<file path="src/rtl/fb_read_arbiter_if.sv">
// -----------------------------------------------------------------------------
// fb_read_arbiter_if
// Bus bundle between the frame-buffer read arbiter and its surroundings:
// the video fetch requester, the auxiliary requester, the BRAM read port B
// and the statistics counters.
//
// Modports:
//   slave  - the arbiter side (takes requests and BRAM data, drives results)
//   master - the environment side (drives requests and BRAM data)
//
// Signals:
//   vid_req_in / vid_addr_in       video read request and address
//   vid_data_out / vid_valid_out   video read data and its valid
//   aux_req_in / aux_addr_in       auxiliary read request and address
//   aux_ready_out                  auxiliary holding register empty
//   aux_data_out / aux_valid_out   last auxiliary data and its update pulse
//   starve_out                     pending aux request has waited too long
//   mem_addr_out / mem_data_in     BRAM addrb / doutb
//   aux_grants_out                 aux reads issued
//   vid_conflicts_out              cycles with aux pending behind video
// -----------------------------------------------------------------------------
interface fb_read_arbiter_if #(
  parameter int ADDR_WIDTH = 17,
  parameter int DATA_WIDTH = 16
);
  logic                  vid_req_in;
  logic [ADDR_WIDTH-1:0] vid_addr_in;
  logic [DATA_WIDTH-1:0] vid_data_out;
  logic                  vid_valid_out;
  logic                  aux_req_in;
  logic [ADDR_WIDTH-1:0] aux_addr_in;
  logic                  aux_ready_out;
  logic [DATA_WIDTH-1:0] aux_data_out;
  logic                  aux_valid_out;
  logic                  starve_out;
  logic [ADDR_WIDTH-1:0] mem_addr_out;
  logic [DATA_WIDTH-1:0] mem_data_in;
  logic [15:0]           aux_grants_out;
  logic [15:0]           vid_conflicts_out;

  modport slave (
    input  vid_req_in, vid_addr_in, aux_req_in, aux_addr_in, mem_data_in,
    output vid_data_out, vid_valid_out, aux_ready_out, aux_data_out,
           aux_valid_out, starve_out, mem_addr_out, aux_grants_out,
           vid_conflicts_out
  );

  modport master (
    output vid_req_in, vid_addr_in, aux_req_in, aux_addr_in, mem_data_in,
    input  vid_data_out, vid_valid_out, aux_ready_out, aux_data_out,
           aux_valid_out, starve_out, mem_addr_out, aux_grants_out,
           vid_conflicts_out
  );
endinterface

</file>
<file path="src/rtl/fb_read_arbiter.sv">
// -----------------------------------------------------------------------------
// fb_read_arbiter
// Shares the frame buffer read port B between the hard real-time VGA fetch
// path and one auxiliary requester. Video requests always own the port in the
// cycle they arrive. An auxiliary request is parked in a one-entry holding
// register and issued in the first cycle without a video request. A tag
// pipeline as deep as the BRAM read latency steers returning data.
//
// Ports:
//   clk_in  - 65 MHz pixel clock (single clock domain)
//   rst_in  - asynchronous active-low reset
//   bus     - fb_read_arbiter_if.slave (requests, BRAM port, results, stats)
//
// Parameters:
//   ADDR_WIDTH   - frame buffer address width
//   DATA_WIDTH   - pixel width
//   LATENCY      - BRAM read latency in cycles (>= 1)
//   STARVE_LIMIT - wait cycles after which starve_out asserts (>= 1)
//
// Build option:
//   FB_ARB_STATS_EN - when defined, builds 16-bit saturating counters for
//                     aux grants and video conflict cycles; when undefined
//                     both statistics outputs are tied to zero.
// -----------------------------------------------------------------------------
module fb_read_arbiter #(
  parameter int ADDR_WIDTH   = 17,
  parameter int DATA_WIDTH   = 16,
  parameter int LATENCY      = 2,
  parameter int STARVE_LIMIT = 64
) (
  input  logic              clk_in,
  input  logic              rst_in,
  fb_read_arbiter_if.slave  bus
);

  localparam int WAIT_W = $clog2(STARVE_LIMIT + 1);
  localparam logic [WAIT_W-1:0] STARVE_LIMIT_C = WAIT_W'(STARVE_LIMIT);

  // Holding register occupancy
  typedef enum logic [0:0] {
    ST_EMPTY = 1'b0,
    ST_PEND  = 1'b1
  } hold_state_t;

  hold_state_t           state_r;
  hold_state_t           state_s;
  logic                  accept_s;
  logic                  issue_s;
  logic                  conflict_s;
  logic [ADDR_WIDTH-1:0] pend_addr_r;

  logic [LATENCY-1:0]    vid_tag_r;
  logic [LATENCY-1:0]    aux_tag_r;

  logic [DATA_WIDTH-1:0] aux_data_r;
  logic                  aux_valid_r;
  logic [WAIT_W-1:0]     wait_cnt_r;

  // Holding register state update
  always_ff @(posedge clk_in or negedge rst_in) begin
    if (!rst_in) begin
      state_r <= ST_EMPTY;
    end else begin
      state_r <= state_s;
    end
  end

  // Accept/issue decisions; video always wins the port, so a pending aux
  // read only goes out in a cycle with no video request.
  always_comb begin
    state_s    = state_r;
    accept_s   = 1'b0;
    issue_s    = 1'b0;
    conflict_s = 1'b0;
    case (state_r)
      ST_EMPTY: begin
        if (bus.aux_req_in) begin
          accept_s = 1'b1;
          state_s  = ST_PEND;
        end else begin
          state_s  = ST_EMPTY;
        end
      end
      ST_PEND: begin
        if (!bus.vid_req_in) begin
          issue_s    = 1'b1;
          state_s    = ST_EMPTY;
        end else begin
          conflict_s = 1'b1;
          state_s    = ST_PEND;
        end
      end
      default: begin
        state_s = ST_EMPTY;
      end
    endcase
  end

  // Capture the aux address on acceptance; it stays on the mux input until
  // the next acceptance, which keeps mem_addr_out stable in idle cycles.
  always_ff @(posedge clk_in or negedge rst_in) begin
    if (!rst_in) begin
      pend_addr_r <= {ADDR_WIDTH{1'b0}};
    end else if (accept_s) begin
      pend_addr_r <= bus.aux_addr_in;
    end else begin
      pend_addr_r <= pend_addr_r;
    end
  end

  // Port B address: video passes straight through with no added latency.
  assign bus.mem_addr_out  = bus.vid_req_in ? bus.vid_addr_in : pend_addr_r;
  assign bus.aux_ready_out = (state_r == ST_EMPTY);

  // Tag pipeline shifted every cycle; stage 0 holds what was issued in the
  // previous cycle, so the last stage lines up with the BRAM output.
  always_ff @(posedge clk_in or negedge rst_in) begin
    if (!rst_in) begin
      vid_tag_r <= {LATENCY{1'b0}};
      aux_tag_r <= {LATENCY{1'b0}};
    end else begin
      vid_tag_r[0] <= bus.vid_req_in;
      aux_tag_r[0] <= issue_s;
      for (int i = 1; i < LATENCY; i++) begin
        vid_tag_r[i] <= vid_tag_r[i-1];
        aux_tag_r[i] <= aux_tag_r[i-1];
      end
    end
  end

  assign bus.vid_valid_out = vid_tag_r[LATENCY-1];
  assign bus.vid_data_out  = bus.mem_data_in;

  // Aux return: register the BRAM word when the aux tag reaches the end,
  // so the requester sees stable data one cycle after the BRAM output.
  always_ff @(posedge clk_in or negedge rst_in) begin
    if (!rst_in) begin
      aux_data_r  <= {DATA_WIDTH{1'b0}};
      aux_valid_r <= 1'b0;
    end else if (aux_tag_r[LATENCY-1]) begin
      aux_data_r  <= bus.mem_data_in;
      aux_valid_r <= 1'b1;
    end else begin
      aux_data_r  <= aux_data_r;
      aux_valid_r <= 1'b0;
    end
  end

  assign bus.aux_data_out  = aux_data_r;
  assign bus.aux_valid_out = aux_valid_r;

  // Wait counter: counts cycles a pending aux read is blocked by video;
  // saturates at the limit, which is all starve_out needs.
  always_ff @(posedge clk_in or negedge rst_in) begin
    if (!rst_in) begin
      wait_cnt_r <= {WAIT_W{1'b0}};
    end else if (accept_s || issue_s) begin
      wait_cnt_r <= {WAIT_W{1'b0}};
    end else if (conflict_s && (wait_cnt_r < STARVE_LIMIT_C)) begin
      wait_cnt_r <= wait_cnt_r + WAIT_W'(1);
    end else begin
      wait_cnt_r <= wait_cnt_r;
    end
  end

  // Diagnostic only; video is never throttled by it.
  assign bus.starve_out = (wait_cnt_r >= STARVE_LIMIT_C);

`ifdef FB_ARB_STATS_EN
  logic [15:0] aux_grants_r;
  logic [15:0] vid_conflicts_r;

  // Saturating statistics counters, cleared only by reset
  always_ff @(posedge clk_in or negedge rst_in) begin
    if (!rst_in) begin
      aux_grants_r    <= 16'h0000;
      vid_conflicts_r <= 16'h0000;
    end else begin
      if (issue_s && (aux_grants_r != 16'hFFFF)) begin
        aux_grants_r <= aux_grants_r + 16'd1;
      end else begin
        aux_grants_r <= aux_grants_r;
      end
      if (conflict_s && (vid_conflicts_r != 16'hFFFF)) begin
        vid_conflicts_r <= vid_conflicts_r + 16'd1;
      end else begin
        vid_conflicts_r <= vid_conflicts_r;
      end
    end
  end

  assign bus.aux_grants_out    = aux_grants_r;
  assign bus.vid_conflicts_out = vid_conflicts_r;
`else
  assign bus.aux_grants_out    = 16'h0000;
  assign bus.vid_conflicts_out = 16'h0000;
`endif

endmodule

</file>
<file path="src/flat_wrapper.sv">
// flat-port wrapper written by rule: the top's interface ports become plain ports
module fb_read_arbiter_flat 
#(
  parameter int ADDR_WIDTH   = 17,
  parameter int DATA_WIDTH   = 16,
  parameter int LATENCY      = 2,
  parameter int STARVE_LIMIT = 64
)
  (clk_in, rst_in, bus_vid_req_in, bus_vid_addr_in, bus_aux_req_in, bus_aux_addr_in, bus_mem_data_in, bus_vid_data_out, bus_vid_valid_out, bus_aux_ready_out, bus_aux_data_out, bus_aux_valid_out, bus_starve_out, bus_mem_addr_out, bus_aux_grants_out, bus_vid_conflicts_out);
  fb_read_arbiter_if #(.ADDR_WIDTH(ADDR_WIDTH), .DATA_WIDTH(DATA_WIDTH)) bus_i ();
  input  logic clk_in;
  input  logic rst_in;
  input wire logic [$bits(bus_i.vid_req_in)-1:0] bus_vid_req_in;
  input wire logic [$bits(bus_i.vid_addr_in)-1:0] bus_vid_addr_in;
  input wire logic [$bits(bus_i.aux_req_in)-1:0] bus_aux_req_in;
  input wire logic [$bits(bus_i.aux_addr_in)-1:0] bus_aux_addr_in;
  input wire logic [$bits(bus_i.mem_data_in)-1:0] bus_mem_data_in;
  output wire logic [$bits(bus_i.vid_data_out)-1:0] bus_vid_data_out;
  output wire logic [$bits(bus_i.vid_valid_out)-1:0] bus_vid_valid_out;
  output wire logic [$bits(bus_i.aux_ready_out)-1:0] bus_aux_ready_out;
  output wire logic [$bits(bus_i.aux_data_out)-1:0] bus_aux_data_out;
  output wire logic [$bits(bus_i.aux_valid_out)-1:0] bus_aux_valid_out;
  output wire logic [$bits(bus_i.starve_out)-1:0] bus_starve_out;
  output wire logic [$bits(bus_i.mem_addr_out)-1:0] bus_mem_addr_out;
  output wire logic [$bits(bus_i.aux_grants_out)-1:0] bus_aux_grants_out;
  output wire logic [$bits(bus_i.vid_conflicts_out)-1:0] bus_vid_conflicts_out;
  assign bus_i.vid_req_in = bus_vid_req_in;
  assign bus_i.vid_addr_in = bus_vid_addr_in;
  assign bus_i.aux_req_in = bus_aux_req_in;
  assign bus_i.aux_addr_in = bus_aux_addr_in;
  assign bus_i.mem_data_in = bus_mem_data_in;
  assign bus_vid_data_out = bus_i.vid_data_out;
  assign bus_vid_valid_out = bus_i.vid_valid_out;
  assign bus_aux_ready_out = bus_i.aux_ready_out;
  assign bus_aux_data_out = bus_i.aux_data_out;
  assign bus_aux_valid_out = bus_i.aux_valid_out;
  assign bus_starve_out = bus_i.starve_out;
  assign bus_mem_addr_out = bus_i.mem_addr_out;
  assign bus_aux_grants_out = bus_i.aux_grants_out;
  assign bus_vid_conflicts_out = bus_i.vid_conflicts_out;
  fb_read_arbiter #(.ADDR_WIDTH(ADDR_WIDTH), .DATA_WIDTH(DATA_WIDTH), .LATENCY(LATENCY), .STARVE_LIMIT(STARVE_LIMIT)) u_core (.clk_in(clk_in), .rst_in(rst_in), .bus(bus_i));
endmodule
</file>
<file path="config.mk">
export PLATFORM = sky130hd
export DESIGN_NAME = fb_read_arbiter_flat
export DESIGN_NICKNAME = d
export VERILOG_FILES = /design/src/rtl/fb_read_arbiter_if.sv /design/src/rtl/fb_read_arbiter.sv /design/src/flat_wrapper.sv
export SDC_FILE = /design/constraint.sdc
export NUM_CORES = 1
export LEC_CHECK = 0
export CAP_MARGIN = 20
export CORE_MARGIN = 4
export CORE_UTILIZATION = 38
export DETAILED_ROUTE_END_ITERATION = 8
export GPL_TIMING_DRIVEN = 0
export HOLD_SLACK_MARGIN = 0.1
export PLACE_DENSITY = 0.9
export SETUP_SLACK_MARGIN = 0.15
export SYNTH_ARGS = -nofsm -noshare
export SYNTH_HDL_FRONTEND = slang
export SYNTH_SLANG_ARGS = --single-unit
</file>
<file path="constraint.sdc">
create_clock -name clk_in -period 1.8 [get_ports clk_in]
set_clock_uncertainty 0.1 [all_clocks]
set_input_delay 0.36 -clock clk_in [delete_from_list [all_inputs] [get_ports clk_in]]
set_output_delay 0.36 -clock clk_in [all_outputs]
set_load 0.02 [all_outputs]
</file>
* Word-level counts from Yosys, hierarchy flattened
Index checks and enable logic that the tools add are counted.
** Cells by class
- Magnitude comparators :: 2
- Mux-type cells :: 11
- Reductions and logical operators :: 3
- $add $sub $neg :: 1
- Bitwise operators :: 1
- Shift operators :: 0
- Multipliers :: 0
- Equal/unequal tests :: 0
- Divide/modulo/power cells :: 0
** Operator list (count)
- 2-to-1 mux 17 bit :: 1
- 2-to-1 mux 7 bit :: 2
- adder 7 x 1 -> 7 bit, second input constant :: 1
- greater-or-equal comparator 7 bit, second input constant :: 1
- less-than comparator 7 bit, second input constant :: 1
- 2-to-1 mux 1 bit :: 7
- one-hot mux 1 bit (2 select lines) :: 1
- nonzero test 2 bit :: 1
- logical AND 1 bit :: 1
- logical OR 1 bit :: 1
- inverter 1 bit :: 1
** Storage, ports and cells
- Bits in writable memories :: 0
- Output and inout port bits :: 85
- Bits in read-only memories :: 0
- Memories :: 0
- Word-level logic and storage cells :: 25
- Bits in registers :: 46
- Bits in latches :: 0
- Input bits :: 54

* Logic depth before layout (Yosys ltp)
- Depth in word-level cells :: 5
- Depth in mapped cells :: 5
- Depth with buffers taken out :: 4

* Worst setup path before layout
OpenSTA, ideal clock, no wires.
- Path type :: input port to output port
- Start :: in bus_vid_req_in
- End :: out bus_mem_addr_out[10]
- Buffers on the path :: 2
- Data required time :: 1340 ps
- Stages on the path :: 3
- Data arrival time :: 1072 ps
- Path slack :: 268 ps
- Path through :: buf_4 > buf_4 > mux2_2
** Between the ends
- Longest elaborated chain between the ends :: 1
** RTL lines
- from (decl) :: RTL line flat_wrapper.sv:13 : input wire logic [$bits(bus_i.vid_req_in)-1:0] bus_vid_req_in;
- 2-to-1 mux 17 bit :: RTL line fb_read_arbiter.sv:112 : assign bus.mem_addr_out = bus.vid_req_in ? bus.vid_addr_in : pend_addr_r;
- to (decl) :: RTL line flat_wrapper.sv:24 : output wire logic [$bits(bus_i.mem_addr_out)-1:0] bus_mem_addr_out;
No other way between the ends.

* Worst setup path in the final report
- Start :: in bus_vid_req_in
- End :: out bus_mem_addr_out[6]
The elaborated chain is that of the path after synthesis.

==> flow_summary.yaml <==
flow_run:
  max_cap_violations: 0
floorplan:
  core_area_sq_um: 5990
  fp-row-count: 28
  start_util_pct: 39.4
  die_h_microns: 86.8
  dieArea_sq_um: 7540
  die_x_microns: 86.8
  num_io_pins: 139
synth:
  synth_edf_count: 0
  yosysSeqAreaShare_pct: 48.8
  async_flop_share_pct: 100
  synth_common_cells: "57 x nand2_1, 53 x buf_4, 46 x dfrtp_1, 33 x mux2_2"
  synth_top_area_share_pct: 48.8
  yosysMostFrequentCell: "nand2_1"
  avgSynthCellArea_sq_um: 10.6
  ys_ff_latch: 46
  ys_types: 24
  yosys_warnings: 0
  syn_inst: 223
  netlist_area_sq_um: 2360
  dominantRegCellSynth: "dfrtp_1"
  synth_area_leaders: "dfrtp_1 49%, buf_4 17%, mux2_2 16%, nand2_1 9.1%, ha_1 1.1%"
  synth.largest_area_cell: "dfrtp_1"
worst_setup_path:
  cp_top_family: "buffers and inverters"
  crit_arrival_ps: 1260
  worstPathRequired_ps: 1340
  r2r_end: "u_core.wait_cnt_r[4]"
  crit_slowest_cell: "mux2_4"
  critPathLaunchType: "input pin"
  crit_buf_inv: 5
  worstSetupEndpointType: "output port"
  crit_chain: "buf_8 -> buf_6 -> buf_12 -> buf_16 -> mux2_4 -> buf_6"
  cpMostUsedCell: "buf_6"
  reg2regPathDepth: 4
  r2r_slack_ps: 370
  crit_fanout: 5
  r2r_start: "u_core.wait_cnt_r[0]"
  cpPeakStageDelay_ps: 290
  crit_type: "input pin to output port"
clock_network:
  htreeDepth: 2
  cts_tree: "yes"
  cts.sink_count: 46
  clk_path_buf_depth: 2
  insertion_delay_ps: 290
  cts-buffers-inserted: 5
  cts-root-buf: "clkbuf_8"
  clkTransAtPathRegs_ps: 80
cells_and_area:
  syn_to_final_growth_pct: 60.0
  fin_nets: 431
  diodes: 0
  drive_gt1_share_pct: 37.8
  nFillCells: 484
  fin_area_sq_um: 3780
routing:
  drc: 0
  vias: 1965
  routed_wl_microns: 5950
  via_per_inst: 4.36
  ant_nets: 0
  dr.pass1.iters: 4
  initialDrtViolationCount: 85
  routedWlPerCell_microns: 13.2
sta:
  fin_crit_sh_pct: 95.7
  setup_violations: 0
  fin_crit_ps: 1720
  drv_slew: 0
  fmax_mhz: 580
  rsz0062_at_grt: "yes"
  hold_viol: 0
placed_design:
  place_hpwl_microns: 4580
  io_buffers: 106
  gp_congestion: 0.669
  postPlaceCellArea_sq_um: 3650
power_and_ir_drop:
  p_per_area_nw_per_um2: 834
  max-vdd-ir-drop_uv: 362
  p_leak_nw: 1.94
  total_power_mw: 3.15
hold_path:
  hold_path.class: "flip-flop to flip-flop"
  holdPathEnd: "u_core.vid_tag_r[1]"
  worstHoldStart: "u_core.vid_tag_r[0]"
  min_path_cells: 0
global_routing:
  antenna_found_initial: 0
  overflow: 0
  grt_usage_pct: 15.7
  grt_max_degree: 27
  grt_pass1_vias: 2068
  grt_pass1_wl_microns: 9340
outcome:
  status: "complete, no violations"
-- per-layer routing --
layer	vias to the layer above	track usage (%)	wire length (microns)
met5	-	0	0
met4	0	4.53	120
met3	14	5.32	677
met2	107	28.6	3060
met1	901	17.0	2100
li1	943	-	-
-- state kept, by name (all words and copies together), names as in the netlist --
signal,count
u_core.state_r,1
u_core.pend_addr_r,17
u_core.vid_tag_r,2
u_core.bus.aux_valid_out,1
u_core.aux_tag_r,2
u_core.bus.aux_data_out,16
u_core.wait_cnt_r,7
-- cell families after synthesis --
| group | count (synthesis) | share of synthesized area, % |
|---|---|---|
| compound gates | 7 | 1.96 |
| mux | 35 | 16.6 |
| other cells | 1 | 0.159 |
| flops | 46 | 48.8 |
| buf+inv | 61 | 18.3 |
| xor+xnor | 3 | 1.11 |
| simple gates | 68 | 12.1 |
| fa+ha+maj | 2 | 1.06 |
-- cell type report --
cell class / count / area [sq um] / area share, %
sequential: 46 / 1150 / 30.5
inverter: 4 / 15.0 / 0.397
clock inverter: 2 / 12.5 / 0.331
buffer: 57 / 428 / 11.3
clock buffer: 6 / 82.6 / 2.19
multi-input combinational: 147 / 913 / 24.2
tap: 75 / 93.8 / 2.48
timing repair buffer: 114 / 1080 / 28.6
-- cell usage in the layout, fill, tap and decap left out, types with 5 or more instances in the layout --
cell             instances
buf_4                   53
dfrtp_1                 45
mux2_4                   5
dlygate4sd2_1           19
clkdlybuf4s50_1         50
conb_1                  32
buf_2                   23
mux2_2                  28
nand2_1                 57
clkbuf_8                 6
buf_6                   15
-- where the power goes --
group | switching (mW) | leakage [nW] | internal (mW)
combinational | 0.588 | 1.32 | 0.596
clock | 0.335 | 0.0472 | 0.309
sequential | 0.101 | 0.566 | 1.22
-- metrics by stage --
step	setup WS (ps)	cells	TNS, ps	hold slack [ps]	utilization [%]
after detailed placement	-899	436	-16620	242	60.9
after floorplan	268	254	0	-35.6	-
after global placement	-957	435	-60270	233	60.6
after CTS	78.8	450	0	262	63.0
final	77.2	451	0	257	63.1
after global routing	66.9	451	0	277	63.1
-- worst register-to-register path, delay by kind of cell (launching register included) --
family | cells | cell delay, ps
DFF | 1 | 430
muxes | 1 | 210
and+or+nand+nor | 2 | 440
adders and majority gates | 1 | 170
-- worst max path at each step --
stage	from	endpoint	slack [ps]	depth (start not counted)
detailed placement	bus_vid_req_in	bus_mem_addr_out[4]	-900	5
CTS	bus_vid_req_in	bus_mem_addr_out[6]	80	6
global route	bus_vid_req_in	bus_mem_addr_out[6]	70	6
finish	bus_vid_req_in	bus_mem_addr_out[6]	80	6
global placement	rst_in	u_core.pend_addr_r[13]	-960	1
floorplan	bus_vid_req_in	bus_mem_addr_out[10]	270	3
-- timing repair --
item                                    in CTS  in global routing
setup buffers                                3                  1
hold endpoints to repair                    21                  0
endpoints found under the setup margin      53                 22
gates cloned                                 1                  0
hold buffers                                 2                  0
gates resized for setup                    171                 30
(Power assumes the default switching activity.)
